**config.mk**
```make
export PLATFORM = sky130hd
export DESIGN_NAME = mem_byte_port
export DESIGN_NICKNAME = d
export VERILOG_FILES = /design/src/rtl/mem_byte_port.sv
export SDC_FILE = /design/constraint.sdc
export NUM_CORES = 1
export LEC_CHECK = 0
export CORE_UTILIZATION = 46
export CTS_CLUSTER_DIAMETER = 50
export CTS_CLUSTER_SIZE = 14
export DETAILED_ROUTE_END_ITERATION = 8
export GPL_TIMING_DRIVEN = 0
export HOLD_SLACK_MARGIN = 0.1
export PLACE_DENSITY = 0.94
export SYNTH_ARGS = -nofsm -noshare
export SYNTH_HDL_FRONTEND = slang
export SYNTH_SLANG_ARGS = --single-unit
```
**constraint.sdc**
```tcl
create_clock -name clk -period 4.7 [get_ports clk]
set_input_delay 0.94 -clock clk [delete_from_list [all_inputs] [get_ports clk]]
set_output_delay 0.94 -clock clk [all_outputs]
set_load 0.01 [all_outputs]
```
**src/rtl/mem_byte_port.sv**
```systemverilog
`default_nettype none
// ============================================================================
//  Module   : mem_byte_port
//  Purpose  : Datapath-side memory access unit for the LC-3b multicycle core.
//             Accepts one load/store request at a time, runs the
//             mem_read/mem_write/mem_resp handshake, builds the byte lane
//             mask for STB/STW, zero-extends LDB results and reports
//             misaligned word accesses and memory timeouts as errors.
//  Revision : 1.0 - initial release
// ----------------------------------------------------------------------------
//  Parameters
//    TIMEOUT  max ACCESS cycles to wait for mem_resp (0 = never time out)
//    CNT_W    wait counter width, TIMEOUT < 2**CNT_W
//  Ports
//    clk, reset        clock, synchronous active-high reset
//    req_*             request from datapath (valid/ready handshake)
//    rsp_*             one-cycle completion pulse, load data, error flag
//    mem_address/read/write/byte_enable/wdata   memory request side
//    mem_rdata/resp    memory completion side
// ============================================================================
module mem_byte_port #(
  parameter int unsigned TIMEOUT = 255,
  parameter int unsigned CNT_W   = 8
) (
  input  logic        clk,
  input  logic        reset,
  // datapath request
  input  logic        req_valid,
  input  logic        req_write,
  input  logic        req_byte,
  input  logic [15:0] req_addr,
  input  logic [15:0] req_wdata,
  output logic        req_ready,
  // datapath response
  output logic        rsp_valid,
  output logic [15:0] rsp_rdata,
  output logic        rsp_err,
  // memory side
  output logic [15:0] mem_address,
  output logic        mem_read,
  output logic        mem_write,
  output logic [1:0]  mem_byte_enable,
  output logic [15:0] mem_wdata,
  input  logic [15:0] mem_rdata,
  input  logic        mem_resp
);

  typedef enum logic [1:0] {
    ST_IDLE    = 2'd0,
    ST_ACCESS  = 2'd1,
    ST_RESPOND = 2'd2
  } state_e;

  // Counter value seen in the last ACCESS cycle before a timeout: the counter
  // is cleared on acceptance, so ACCESS cycle k observes k-1.  Only used when
  // TIMEOUT != 0, so the wrap of TIMEOUT-1 at zero is irrelevant.
  localparam logic [CNT_W-1:0] C_CNT_LAST = CNT_W'(TIMEOUT - 1);
  localparam logic [CNT_W-1:0] C_CNT_MAX  = '1;
  localparam bit               C_TO_EN    = (TIMEOUT != 0);

  state_e            state_q, state_d;
  logic              write_q, write_d;
  logic              byte_q,  byte_d;
  logic [15:0]       addr_q,  addr_d;
  logic [15:0]       wdata_q, wdata_d;
  logic [CNT_W-1:0]  cnt_q,   cnt_d;
  logic [15:0]       rdata_q, rdata_d;
  logic              err_q,   err_d;

  logic [7:0]        w_sel_byte;
  logic              w_timeout;

  // Addressed byte of the returned word for LDB.
  assign w_sel_byte = addr_q[0] ? mem_rdata[15:8] : mem_rdata[7:0];
  // Timeout only fires when no response is present this cycle, which gives
  // mem_resp priority in the simultaneous case.
  assign w_timeout  = C_TO_EN && !mem_resp && (cnt_q == C_CNT_LAST);

  // ------------------------------------------------------------------------
  // State register
  // ------------------------------------------------------------------------
  always_ff @(posedge clk) begin
    if (reset) begin
      state_q <= ST_IDLE;
      write_q <= 1'b0;
      byte_q  <= 1'b0;
      addr_q  <= 16'h0000;
      wdata_q <= 16'h0000;
      cnt_q   <= '0;
      rdata_q <= 16'h0000;
      err_q   <= 1'b0;
    end else begin
      state_q <= state_d;
      write_q <= write_d;
      byte_q  <= byte_d;
      addr_q  <= addr_d;
      wdata_q <= wdata_d;
      cnt_q   <= cnt_d;
      rdata_q <= rdata_d;
      err_q   <= err_d;
    end
  end

  // ------------------------------------------------------------------------
  // Next state and outputs
  // ------------------------------------------------------------------------
  always_comb begin
    state_d         = state_q;
    write_d         = write_q;
    byte_d          = byte_q;
    addr_d          = addr_q;
    wdata_d         = wdata_q;
    cnt_d           = cnt_q;
    rdata_d         = rdata_q;
    err_d           = err_q;
    req_ready       = 1'b0;
    rsp_valid       = 1'b0;
    rsp_err         = 1'b0;
    mem_read        = 1'b0;
    mem_write       = 1'b0;
    mem_byte_enable = 2'b00;

    case (state_q)
      ST_IDLE: begin
        req_ready = 1'b1;
        if (req_valid) begin
          write_d = req_write;
          byte_d  = req_byte;
          addr_d  = req_addr;
          wdata_d = req_wdata;
          cnt_d   = '0;
          // Misaligned word access never reaches memory.
          if (!req_byte && req_addr[0]) begin
            err_d   = 1'b1;
            state_d = ST_RESPOND;
          end else begin
            err_d   = 1'b0;
            state_d = ST_ACCESS;
          end
        end
      end

      ST_ACCESS: begin
        mem_read  = ~write_q;
        mem_write = write_q;
        // Only a byte store narrows the lane mask; the store byte is already
        // replicated on both halves of wdata.
        if (write_q && byte_q) begin
          mem_byte_enable = addr_q[0] ? 2'b10 : 2'b01;
        end else begin
          mem_byte_enable = 2'b11;
        end

        if (mem_resp) begin
          err_d   = 1'b0;
          state_d = ST_RESPOND;
          if (!write_q) begin
            rdata_d = byte_q ? {8'h00, w_sel_byte} : mem_rdata;
          end
        end else begin
          // Saturate instead of wrapping so TIMEOUT=0 stays harmless.
          if (cnt_q != C_CNT_MAX) begin
            cnt_d = cnt_q + CNT_W'(1);
          end
          if (w_timeout) begin
            err_d   = 1'b1;
            state_d = ST_RESPOND;
          end
        end
      end

      ST_RESPOND: begin
        rsp_valid = 1'b1;
        rsp_err   = err_q;
        state_d   = ST_IDLE;
      end

      default: begin
        state_d = ST_IDLE;
      end
    endcase
  end

  assign rsp_rdata   = rdata_q;
  assign mem_address = {addr_q[15:1], 1'b0};
  assign mem_wdata   = wdata_q;

endmodule
`default_nettype wire

```
==> out/qor.txt, run 1 <==
CP startpoint -> addr_q[0]
Clock transition at the registers of the reported paths -> 0.06 ns
Htree depth -> 3
CTS tree -> built
WL final -> 7340 um
Avg Cell Area, Syn -> 7.83 um2
Most frequent cells in the layout -> 106 x clkdlybuf4s50_1, 90 x nand2_1, 61 x dfxtp_1
Diode count -> 0
Setup Buffers After CTS -> 0
Critical path required time -> 3.76 ns
I/O Buffers -> 106
PD cells -> 327 nW/um2
CTS Root Cell -> clkbuf_8
Min Hold Slack -> 0.456 ns
Hold Path Class -> register to register
Vias in the first global route -> 2651
Crit path launch type -> register
Setup violations, final -> 0
Non-filler cells, final -> 534
Crit-path max FO -> 10
Layout area overhead -> 51.7%
Synth Instances -> 340
First-pass GRT wire length -> 12000 um
Synth Area in XOR/XNOR -> 0%
Max Clock Freq -> 354 MHz
Pleak -> 1.49 nW
Area of the multi-input gates -> 1190 um2
Syn_nets -> 396
Post-synth cell types -> 36
DIE AREA -> 6100 um2
Placed cell count -> 518
Fraction of synthesized area in multiplexers -> 0%
Starting Density -> 48.1%
Fin Setup TNS -> 0 ns
Final Max Slew Viols -> 0
WS Path Type -> register to output port
Register area -> 1220 um2
Worst clock skew -> 0.00843 ns
Mapped cell area -> 2660 um2
Die X -> 78.1 um
HP Start -> addr_q[5]
Drt first pass iters -> 6
Flops & latches, synth -> 61
Starting DRT DRC Count -> 192
Antenna-violating nets left -> 0
CTS buffer count -> 9
Crit path time final -> 2.82 ns
FP Rows -> 27
Most common cell after layout, fill and taps aside -> clkdlybuf4s50_1
Largest family of logic cells by synthesized area -> simple AND/OR/NAND/NOR gates
Synth top area cells -> dfxtp_1 46%, nand2_1 13%, a21oi_1 10%, buf_4 5.1%, nand3_1 3.2%
Longest Clk Path Bufs -> 2
Largest net degree at the start of global routing -> 11
Yosys top cell area share -> 45.9%
Core footprint -> 5540 um2
Fraction of registers with async set/reset -> 0%
Fill count -> 436
Worst Setup End Kind -> output port
Hold Violations, Final -> 0
Resized cells post-CTS -> 0
Share of cells above drive strength 1 -> 9.74%
Final HPWL DP -> 5340 um
Total global routing overflow -> 0
DRC -> 0
Post-synth top area cell -> dfxtp_1
Antenna violations before repair -> 0
Hold Buf Count CTS -> 0
Synth Area in Adders -> 0.940%
Synth warn -> 0
Vias post-DR -> 2765
Post-synthesis simple-gate area fraction -> 26.7%
Die H -> 78.1 um
Worst r2r src -> state_q[1]
Num ports -> 109
Peak supply drop -> 0.262 mV
Finished Core Util -> 72.9%
Wire length per cell -> 13.7 um
RD Place Congestion -> 0.866
GRT Overall Usage -> 24.9%
Synth Area in Compound Gates -> 16.9%
Fin crit share -> 60.0%
Post-synthesis sequential area ratio -> 45.9%
Max_cap viols -> 0
RSZ-0062 raised after global routing -> no
CTS Sinks -> 61
Status -> finished, final reports clean
Final nets -> 513
WP data arrival -> 1.88 ns
Predominant post-synthesis flop cell -> dfxtp_1
Later-pin clock latency in the skew report -> 0.34 ns
Via/cell ratio -> 5.18
EDFF count, synth -> 0
## path summary, 6_finish.rpt
kind                            slack (ns)            endpoint  depth (start not counted)
worst max-delay path                  1.88  mem_byte_enable[1]                          4
worst max register to register        2.95            cnt_q[6]                          6
worst min-delay path                  0.46           addr_q[5]                          2
worst min register to register        0.46           addr_q[5]                          2
## state kept, by name (all words and copies together), names as in the netlist
| signal | cells |
|---|---|
| byte_q | 1 |
| state_q | 2 |
| err_q | 1 |
| write_q | 1 |
| mem_wdata | 16 |
| rsp_rdata | 16 |
| addr_q | 16 |
| cnt_q | 8 |
## cells in the mapped netlist, types with 2 or more instances
master	count
and3_1	2
clkbuf_1	17
or3_1	2
nor2_1	14
buf_4	18
a31oi_1	7
nand2_1	90
inv_1	6
and2_1	2
nor2b_1	2
a311oi_1	8
nand3_1	17
nand3b_1	8
a21oi_1	54
ha_1	2
dfxtp_1	61
buf_2	6
nand4_1	3
o31ai_1	2
nand2b_1	3
## kinds of logic (layout without fill, tap and decap cells)
| group | Yosys count | count (layout) |
|---|---|---|
| adders and majority gates | 2 | 2 |
| and+or+nand+nor | 152 | 152 |
| other | 1 | 1 |
| buffers and inverters | 47 | 169 |
| DFF | 61 | 61 |
| AOI/OAI and AO/OA | 77 | 77 |
## area by class of cell
cell class,count,share of cell area [%]
Clock buffer,13,3.93
Multi-Input combinational cell,232,29.5
Tap cell,72,2.23
Inverter,6,0.557
Timing Repair Buffer,106,26.3
Clock inverter,3,1.67
Buffer,41,5.67
Sequential cell,61,30.2
## power by group
part / switching (W) / internal [W] / leakage [nW]
clock network: 0.000198 / 0.000328 / 0.110
logic: 0.000107 / 0.000128 / 0.881
registers: 0.0000156 / 0.000545 / 0.498
## per-stage QoR
| stage | power, W | instance area [um2] | worst slack [ns] |
|---|---|---|---|
| 6_report | 0.00132 | 4040 | 1.88 |
| 5_1_grt | 0.00138 | 4040 | 1.77 |
| 4_1_cts | 0.00133 | 4040 | 1.86 |
| 3_5_place_dp | 0.000804 | 3810 | 1.99 |
| 3_3_place_gp | 0.000798 | 3810 | 2.03 |
| 2_1_floorplan | 0.000679 | 2660 | 2.70 |
## per-layer routing
metal | vias to the layer above | GRT usage, % | share of wire (%)
met5 | - | 0 | 0
met4 | 0 | 12.2 | 1.5
met3 | 16 | 7.33 | 8.2
met2 | 108 | 41.2 | 48
met1 | 1265 | 29.5 | 42
li1 | 1376 | - | -
## critical path: stages (launching register included)
cell and delay, ns:
dfxtp_1 0.35, clkbuf_1 0.37, inv_1 0.10, a31oi_1 0.18, clkdlybuf4s50_1 0.55
Power figures use the tool's default switching activity.
==> inputs of run 2 (changes only) <==
--- a/config.mk
+++ b/config.mk
@@ -5,13 +5,13 @@
 export SDC_FILE = /design/constraint.sdc
 export NUM_CORES = 1
 export LEC_CHECK = 0
-export CORE_UTILIZATION = 46
+export CORE_UTILIZATION = 39
 export CTS_CLUSTER_DIAMETER = 50
 export CTS_CLUSTER_SIZE = 14
 export DETAILED_ROUTE_END_ITERATION = 8
 export GPL_TIMING_DRIVEN = 0
 export HOLD_SLACK_MARGIN = 0.1
-export PLACE_DENSITY = 0.94
+export PLACE_DENSITY = 0.86
 export SYNTH_ARGS = -nofsm -noshare
 export SYNTH_HDL_FRONTEND = slang
 export SYNTH_SLANG_ARGS = --single-unit
==> constraint.sdc (replaced) <==
create_clock -name clk -period 2.5 [get_ports clk]
set_input_delay 0.5 -clock clk [delete_from_list [all_inputs] [get_ports clk]]
set_output_delay 0.5 -clock clk [all_outputs]
set_load 0.01 [all_outputs]
==> run 2 against run 1 <==
- sequential power grew 87%
- non-clock buffer count is the same
- cell count grew 0.94%
- via count shrank 1.4%
- register-to-register slack lost 2.2 ns
- global-route usage shrank 3.4 points
- critical path depth is the same
- sequential cell count is the same
- worst setup slack lost 1.8 ns
- utilization shrank 11 points
- worst hold slack lost 0.0040 ns
==> out/qor.txt, run 2 (synthesis gave the netlist of run 1 again) <==
Pleak -> 1.47 nW (-1.0%)
Share of cells above drive strength 1 -> 10.4% (+0.65 points)
Placed instance area -> 3820 um2 (+0.16%)
Antenna violations before repair -> 0 (unchanged)
Most common cell after layout, fill and taps aside -> clkdlybuf4s50_1
Crit-path max FO -> 10 (unchanged)
I/O Buffers -> 106 (unchanged)
Setup WS post-layout -> 0.115 ns (-1.76 ns)
Fin crit share -> 95.4%
WP data arrival -> 1.88 ns (about the same)
Layout area overhead -> 50.5%
Worst Setup End Kind -> output port
Later-pin clock latency in the skew report -> 0.33 ns (about the same)
Hold Path Class -> register to register
Crit path launch type -> register
Final nets -> 513 (unchanged)
PD cells -> 575 nW/um2 (+76%)
Most frequent cells in the layout -> 106 x clkdlybuf4s50_1, 90 x nand2_1, 61 x dfxtp_1
CTS tree -> built
GRT Overall Usage -> 21.6% (-3.4 points)
Num ports -> 109 (unchanged)
Hold Violations, Final -> 0 (unchanged)
Finished Cell Area -> 4010 um2 (-0.84%)
Starting DRT DRC Count -> 192 (unchanged)
Total power -> 0.00230 W (+74%)
Worst clock skew -> 0.00645 ns (-0.00198 ns)
Final Max Slew Viols -> 0 (unchanged)
First-pass GRT wire length -> 12200 um (+1.9%)
Status -> finished, final reports clean
Vias in the first global route -> 2613 (-1.4%)
Longest Clk Path Bufs -> 2 (unchanged)
Core footprint -> 6460 um2 (+17%)
Vias post-DR -> 2725 (-1.4%)
Starting Density -> 41.2% (-6.8 points)
Die X -> 84.6 um (+8.4%)
Peak supply drop -> 0.444 mV (+69%)
Total global routing overflow -> 0 (unchanged)
DRC -> 0 (unchanged)
Setup violations, final -> 0 (unchanged)
Fin Setup TNS -> 0 ns (unchanged)
DIE AREA -> 7160 um2 (+17%)
R2R setup slack -> 0.79 ns (-2.16 ns)
Critical path required time -> 2.00 ns (-1.76 ns)
Drt first pass iters -> 6 (unchanged)
Diode count -> 0 (unchanged)
WS Path Type -> register to output port
RD Place Congestion -> 0.868 (+0.16%)
WL final -> 7260 um (-1.1%)
Antenna-violating nets left -> 0 (unchanged)
CTS Sinks -> 61 (unchanged)
Clock transition at the registers of the reported paths -> 0.07 ns (about the same)
Final HPWL DP -> 5370 um (+0.45%)
CTS Root Cell -> clkbuf_8
RSZ-0062 raised after global routing -> no
Max Clock Freq -> 419 MHz
Pre-CTS WS -> 0.210 ns (-1.78 ns)
CTS buffer count -> 9 (unchanged)
Crit path time final -> 2.38 ns
FP Rows -> 29 (+7.4%)
Fill count -> 539 (+24%)
Wire length per cell -> 13.5 um (-2.0%)
Setup Buffers After CTS -> 0 (unchanged)
Max_cap viols -> 0 (unchanged)
Die H -> 84.6 um (+8.4%)
Largest net degree at the start of global routing -> 12 (+1)
Via/cell ratio -> 5.06 (-2.4%)
Htree depth -> 3 (unchanged)
[run 2: cell types whose count changed in the layout (fill, tap and decap cells not counted)]
cell	delta
clkbuf_1	-3
bufinv_16	-2
clkinv_2	+2
clkbuf_2	+1
clkinvlp_4	+1
inv_6	+1
[run 2: worst max-delay path: stages, from the launching register on]
cell	delay, ns
dfxtp_1	0.35
clkbuf_1	0.38
inv_1	0.07
a31oi_1	0.19
clkdlybuf4s50_1	0.56
[run 2: cell type report]
cell class | count | area (um2) | area share [%]
inverters | 6 | 22.5 | 0.562
multi-input cells | 232 | 1190 | 29.7
repair buffers | 106 | 1060 | 26.5
clock inverters | 5 | 33.8 | 0.843
plain buffers | 41 | 230 | 5.75
well taps | 77 | 96.3 | 2.40
flip-flops and latches | 61 | 1220 | 30.5
clock buffers | 11 | 151 | 3.78
[run 2: repair_timing]
| item | in CTS | in global routing |
|---|---|---|
| hold buffers | 0 | 0 |
| gates resized for setup | 0 | 2 |
| endpoints found under the setup margin | 0 | 1 |
[run 2: power breakdown]
part	switching [W]	internal [W]
clock network	0.000395	0.000413
registers	0.0000288	0.00102
logic	0.000201	0.000240
[run 2: per-stage QoR]
stage          hold WS (ns)  cells  util (%)
6_report              0.452    539      62.0
5_1_grt               0.469    539      62.0
4_1_cts               0.455    539      62.0
3_5_place_dp          0.446    523      59.1
3_3_place_gp          0.440    523      59.1
2_1_floorplan         0.437    340         -
[run 2: path summary, 6_finish.rpt]
kind,cells after the start,from,to
worst max register to register,6,state_q[1],cnt_q[3]
worst min-delay path,2,rsp_rdata[12],rsp_rdata[12]
worst min register to register,2,rsp_rdata[12],rsp_rdata[12]
worst max-delay path,4,addr_q[0],mem_byte_enable[1]
[run 2: routing by layer]
metal	wire [um]	vias to the layer above	part of all wire, %	GRT usage [%]
met5	0	-	0	0
met4	99	0	1.4	8.01
met3	666	10	9.2	7.96
met2	3300	120	45	34.7
met1	3190	1217	44	26.4
li1	-	1378	-	-
